`src/rtl/barrier_damage_ctrl.sv`:
```
// Barrier damage controller: keeps a 128-cell health map for the four player
// barriers. It arbitrates bullet hits from two requesters and erodes the cells
// they land on. It answers per-pixel draw queries and refills every cell on
// reset or on a new-wave restore.
module barrier_damage_ctrl #(
   parameter int SPRITE_ROW    = 380,
   parameter int SPRITE_COL    = 40,
   parameter int BARRIER_PITCH = 120,
   parameter int MAX_HEALTH    = 3
) (
   input  logic        clk,
   input  logic        rst,
   input  logic [11:0] pixel_row,
   input  logic [11:0] pixel_column,
   output logic        barrier_mask,
   output logic [1:0]  barrier_health,
   input  logic [1:0]  hit_valid,
   input  logic [23:0] hit_row,
   input  logic [23:0] hit_col,
   output logic [1:0]  hit_ready,
   output logic        resp_valid,
   output logic        resp_id,
   output logic        resp_absorbed,
   input  logic        restore,
   output logic        busy
);

   typedef enum logic [1:0] {INIT = 2'd0, IDLE = 2'd1, DECODE = 2'd2, UPDATE = 2'd3} state_t;

   // Returns {inside_footprint, barrier[1:0], cell_row[1:0], cell_col[2:0]}.
   // The column-within-cell uses a compare chain instead of a divide-by-5.
   function automatic logic [7:0] locate(input logic [11:0] row, input logic [11:0] col);
      logic        in_rows;
      logic        in_cols;
      logic [1:0]  bar;
      logic [1:0]  cell_row;
      logic [2:0]  cell_col;
      logic [11:0] c;
      in_rows  = (row >= 12'(SPRITE_ROW + 1)) && (row <= 12'(SPRITE_ROW + 32));
      cell_row = 2'((row - 12'(SPRITE_ROW + 1)) >> 3);
      in_cols  = 1'b0;
      bar      = 2'd0;
      c        = 12'd0;
      for (int i = 0; i < 4; i++) begin
         if ((col >= 12'(SPRITE_COL + 1 + BARRIER_PITCH * i)) &&
             (col <= 12'(SPRITE_COL + 40 + BARRIER_PITCH * i))) begin
            in_cols = 1'b1;
            bar     = 2'(i);
            c       = col - 12'(SPRITE_COL + 1 + BARRIER_PITCH * i);
         end
      end
      if      (c < 12'd5)  cell_col = 3'd0;
      else if (c < 12'd10) cell_col = 3'd1;
      else if (c < 12'd15) cell_col = 3'd2;
      else if (c < 12'd20) cell_col = 3'd3;
      else if (c < 12'd25) cell_col = 3'd4;
      else if (c < 12'd30) cell_col = 3'd5;
      else if (c < 12'd35) cell_col = 3'd6;
      else                 cell_col = 3'd7;
      return {in_rows & in_cols, bar, cell_row, cell_col};
   endfunction

   logic [1:0]  health_mem [128];

   state_t      state_reg, state_next;
   logic [6:0]  count_reg;
   logic        last_reg;      // requester served most recently
   logic        sel_reg;       // requester of the hit in flight
   logic        pending_reg;   // restore seen while a hit was in flight
   logic [11:0] row_reg, col_reg;
   logic [7:0]  loc_reg;

   logic        grant_id;
   logic        mem_we;
   logic [6:0]  mem_waddr;
   logic [1:0]  mem_wdata;
   logic [1:0]  upd_health;
   logic        absorb;
   logic [7:0]  q_loc;
   logic [1:0]  q_health;

   assign grant_id   = (hit_valid == 2'b11) ? ~last_reg : hit_valid[1];
   assign upd_health = health_mem[loc_reg[6:0]];
   assign absorb     = (state_reg == UPDATE) && loc_reg[7] && (upd_health != 2'd0);
   assign q_loc      = locate(pixel_row, pixel_column);
   assign q_health   = health_mem[q_loc[6:0]];

   // State register
   always_ff @(posedge clk or negedge rst) begin
      if (!rst) state_reg <= INIT;
      else      state_reg <= state_next;
   end

   // Next-state logic
   always_comb begin
      state_next = state_reg;
      case (state_reg)
         INIT:    if (!restore && count_reg == 7'd127) state_next = IDLE;
         IDLE:    if (restore) state_next = INIT;
                  else if (|hit_valid) state_next = DECODE;
         DECODE:  state_next = UPDATE;
         UPDATE:  state_next = (restore || pending_reg) ? INIT : IDLE;
         default: state_next = INIT;
      endcase
   end

   // Outputs and write port selection per state
   always_comb begin
      hit_ready = 2'b00;
      mem_we    = 1'b0;
      mem_waddr = count_reg;
      mem_wdata = 2'(MAX_HEALTH);
      case (state_reg)
         INIT:    mem_we = !restore;
         IDLE:    if (!restore && |hit_valid) hit_ready = grant_id ? 2'b10 : 2'b01;
         UPDATE:  if (absorb) begin
                     mem_we    = 1'b1;
                     mem_waddr = loc_reg[6:0];
                     mem_wdata = upd_health - 2'd1;
                  end
         default: ;
      endcase
   end

   // Sweep counter, hit capture, decode pipeline and response strobe
   always_ff @(posedge clk or negedge rst) begin
      if (!rst) begin
         count_reg     <= 7'd0;
         busy          <= 1'b1;
         last_reg      <= 1'b1;
         sel_reg       <= 1'b0;
         pending_reg   <= 1'b0;
         row_reg       <= 12'd0;
         col_reg       <= 12'd0;
         loc_reg       <= 8'd0;
         resp_valid    <= 1'b0;
         resp_id       <= 1'b0;
         resp_absorbed <= 1'b0;
      end else begin
         resp_valid    <= (state_reg == UPDATE);
         resp_id       <= (state_reg == UPDATE) && sel_reg;
         resp_absorbed <= absorb;
         if (state_next == INIT && state_reg != INIT) begin
            count_reg   <= 7'd0;
            busy        <= 1'b1;
            pending_reg <= 1'b0;
         end
         case (state_reg)
            INIT: begin
               if (restore) begin
                  count_reg <= 7'd0;
               end else begin
                  count_reg <= count_reg + 7'd1;
                  if (count_reg == 7'd127) busy <= 1'b0;
               end
            end
            IDLE: begin
               if (!restore && |hit_valid) begin
                  sel_reg  <= grant_id;
                  last_reg <= grant_id;
                  row_reg  <= grant_id ? hit_row[23:12] : hit_row[11:0];
                  col_reg  <= grant_id ? hit_col[23:12] : hit_col[11:0];
               end
            end
            DECODE: begin
               loc_reg <= locate(row_reg, col_reg);
               if (restore) pending_reg <= 1'b1;
            end
            default: ;
         endcase
      end
   end

   // Health map write port (no reset: the INIT sweep defines contents)
   always_ff @(posedge clk) begin
      if (mem_we) health_mem[mem_waddr] <= mem_wdata;
   end

   // Pixel query: combinational lookup, registered result (old data on collision)
   always_ff @(posedge clk or negedge rst) begin
      if (!rst) begin
         barrier_mask   <= 1'b0;
         barrier_health <= 2'd0;
      end else begin
         barrier_mask   <= q_loc[7] && (q_health != 2'd0);
         barrier_health <= q_loc[7] ? q_health : 2'd0;
      end
   end

endmodule

```
`config.mk`:
```
export PLATFORM = sky130hd
export DESIGN_NAME = barrier_damage_ctrl
export DESIGN_NICKNAME = d
export VERILOG_FILES = /design/src/rtl/barrier_damage_ctrl.sv
export SDC_FILE = /design/constraint.sdc
export NUM_CORES = 1
export LEC_CHECK = 0
export ABC_AREA = 0
export CORE_ASPECT_RATIO = 1.75
export CORE_MARGIN = 2
export CORE_UTILIZATION = 63
export CTS_CLUSTER_DIAMETER = 120
export DETAILED_ROUTE_END_ITERATION = 8
export DONT_BUFFER_PORTS = 1
export PLACE_DENSITY = 0.85
export SYNTH_ARGS = -nofsm -noshare
export SYNTH_HDL_FRONTEND = slang
export SYNTH_SLANG_ARGS = --single-unit
```
`constraint.sdc`:
```
create_clock -name clk -period 9.1 [get_ports clk]
set_clock_uncertainty 0.05 [all_clocks]
set_input_delay 1.365 -clock clk [delete_from_list [all_inputs] [get_ports clk]]
set_output_delay 1.365 -clock clk [all_outputs]
set_load 0.05 [all_outputs]
```
==> results_dict.tcl <==
set metrics [dict create \
    status "finished clean" \
    antenna_found_initial 0 \
    start_util_pct 63.9 \
    dpl_cell_area_um2 17500 \
    r2r_end "health_mem[116][0]$_DFFE_PP_" \
    finalSetupViolCount 0 \
    antenna_left 0 \
    critical_path.max_stage_delay_ps 1060 \
    utilization_pct 68.2 \
    wl_um 52400 \
    synthDistinctLibCells 96 \
    core_area_um2 27100 \
    yosysSeqAreaShare_pct 51.7 \
    cts_buffers 28 \
    dieHeight_um 223 \
    hpwlAfterDp_um 35400 \
    fin_area_um2 18500 \
    cts-root-buf "clkbuf_16" \
    required_ps 9280 \
    worst_setup_path_start_kind "flop" \
    largest_register_ffs 256 \
    stdcell_count 1820 \
    vias 13600 \
    synth-seq-cells 307 \
    rows 80 \
    worst-endpoint-arrival_ps 7120 \
    hold_viol_final 0 \
    crit_type "flop to flop" \
    hold_buffers 0 \
    die_x_um 129 \
    path_buf_inv 2 \
    wl_per_cell_um 28.8 \
    numClockSinks 307 \
    drc 0 \
    crit_slowest_cell "dfrtp_4" \
    fp.dieArea_um2 28900 \
    finalNetCount 1516 \
    ios 86 \
    fin_crit_sh_pct 76.3 \
    htree_num_levels 1 \
    r2r_start "loc_reg[0]$_DFFE_PN0P_" \
    syn_area_per_cell_um2 11.7 \
    mostFrequentLayoutCells "256 x edfxtp_1, 188 x nor2_1, 161 x nand2_1, 87 x mux4_2, 62 x mux2i_1" \
    timing.slew.headroom_pct 12.5 \
    cp_cell_sequence "buf_4, mux4_2, mux4_2, mux4_2, mux2i_1, ha_1, or2_2, clkinv_1, nor3_1, nor2_1, or2_2, nand2b_1, nor2_1" \
    cp_top_family "simple AND/OR/NAND/NOR gates" \
    clk_path_buf_depth 3 \
    p_leak_nw 5.60 \
    drv_slew 0 \
    mostFrequentLayoutCell "edfxtp_1" \
    path_max_fanout 48 \
    cts_tree "built" \
    synth_ff_type "edfxtp_1" \
    viasPerCell 7.49 \
    areaGrowthSynthToFinish_pct 6.69 \
    cp-end-kind "flop" \
    drtIter0Drc 1885 \
    netlist_area_um2 17300 \
    vdd_drop_max_v 0.000188 \
    grt_pass1_wl_um 78200 \
    gr-total-overflow 0 \
    syn-num-nets 1568 \
    reg2reg_slack_ps 2150 \
    tns_ps 0 \
    fmax_mhz 144 \
    crit_top_cell "mux4_2" \
    hold_class "input port to asynchronous set/reset pin" \
    dp_cells 1768 \
    rsz0062_at_grt "false" \
    grt_use_total_pct 36.7 \
    r2r_cells 13 \
    synthCells 1481 \
    min_period_ps 6950 \
    synth-async-reset-ratio_pct 16.6 \
    fillers 1856 \
    dr.pass1.iters 7 \
    gp_congestion 0.999 \
    grt_pass1_vias 13600 \
    cts.reportedPaths.clkPinSlew_ps 70 \
    power_density_nw_per_um2 165 \
    antenna_cells 0 \
    yosysWarningCount 0 \
    io_buffers 0 \
    drive_above_1_share_pct 14.0 \
    drv_cap 0 \
    synth_edf_count 256 \
    cts-resized-gates 0 \
    worstMarginPinSlew_ps 1310 \
    p_total_mw 3.06 \
    postCtsSetupBuffers 0 \
    grt_max_degree 129 \
    insertion_delay_ps 580 \
]
[final cells by class]
cell class	instances	area (µm²)	area share, %
Clock buffer	32	737	3.99
Sequential cell	307	8970	48.5
Inverter	45	169	0.914
Timing Repair Buffer	19	143	0.771
Tap cell	369	462	2.50
Multi-Input combinational cell	1028	7780	42.1
Clock inverter	20	229	1.24
[power by group]
part | internal (mW) | total [mW] | switching, mW
Combinational | 0.0948 | 0.299 | 0.205
Clock | 0.702 | 1.25 | 0.545
Sequential | 1.51 | 1.51 | 0.00321
Total | 2.30 | 3.06 | 0.753
[worst max path at each step]
| stage | start | endpoint | slack, ps | depth (start not counted) |
|---|---|---|---|---|
| 5_1_grt | loc_reg[0]$_DFFE_PN0P_ | health_mem[116][0]$_DFFE_PP_ | 1850 | 13 |
| 3_3_place_gp | pixel_column[1] | barrier_mask$_DFF_PN0_ | 2240 | 17 |
| 2_1_floorplan | loc_reg[0]$_DFFE_PN0P_ | health_mem[0][0]$_DFFE_PP_ | 2810 | 13 |
| 6_report | loc_reg[0]$_DFFE_PN0P_ | health_mem[116][0]$_DFFE_PP_ | 2150 | 13 |
| 3_5_place_dp | pixel_column[1] | barrier_mask$_DFF_PN0_ | 2150 | 17 |
| 4_1_cts | loc_reg[0]$_DFFE_PN0P_ | health_mem[116][0]$_DFFE_PP_ | 2290 | 13 |
[kinds of logic after synthesis]
family | after synthesis | share of synthesized area, %
xor gates and xnor gates | 17 | 0.859
DFF | 307 | 51.7
and+or+nand+nor | 543 | 14.6
adders and majority gates | 12 | 0.837
AOI/OAI and AO/OA | 293 | 12.6
muxes | 163 | 15.9
buffers and inverters | 146 | 3.54
[cells in the mapped netlist (all sizes together) (4+ instances only)]
cell type	number	area [µm²]
a2111oi	6	80.1
a211o	8	70.1
a211oi	20	155
a21boi	4	30.0
a21o	5	37.5
a21oi	42	221
a222oi	25	250
a22oi	4	30.0
a31oi	16	100
a32oi	5	43.8
and2	5	31.3
and3	5	31.3
and4	5	43.8
buf	33	188
clkbuf	68	256
dfrtp	49	1230
edfxtp	256	7690
ha	10	125
inv	44	165
mux2	13	154
mux2i	63	634
mux4	87	1960
nand2	163	614
nand2b	9	56.3
nand3	60	300
nand3b	15	113
nand4	23	144
nor2	189	712
nor2b	6	37.5
nor3	21	115
nor4	6	37.5
nor4b	5	43.8
o2111ai	7	61.3
o211a	5	50.1
o211ai	13	97.6
o21a	7	52.6
o21ai	53	265
o221ai	5	43.8
o22a	4	35.0
o22ai	15	100
o31ai	18	140
or2	8	50.1
or3	10	67.6
xnor2	10	87.6
xor2	7	61.3
[stage by stage]
stage          worst slack [ps]  hold WS (ps)
2_1_floorplan              2810           392
3_3_place_gp               2240           404
3_5_place_dp               2150           428
4_1_cts                    2290           438
5_1_grt                    1850           428
6_report                   2150           441
[routing by layer]
metal	track usage, %	up-vias	share of wire [%]
li1	-	5651	-
met1	40.1	6444	30
met2	61.8	1195	50
met4	26.9	0	9.1
met3	8.11	342	11
met5	0	-	0
[worst reg2reg max path, stage by stage (launching register included)]
cell and delay, ps:
dfrtp_4 1060, buf_4 590, mux4_2 630, mux4_2 540, mux4_2 490, mux2i_1 370
ha_1 220, or2_2 270, clkinv_1 520, nor3_1 300, nor2_1 70, or2_2 310
nand2b_1 720, nor2_1 470
Power figures use the tool's default switching activity.
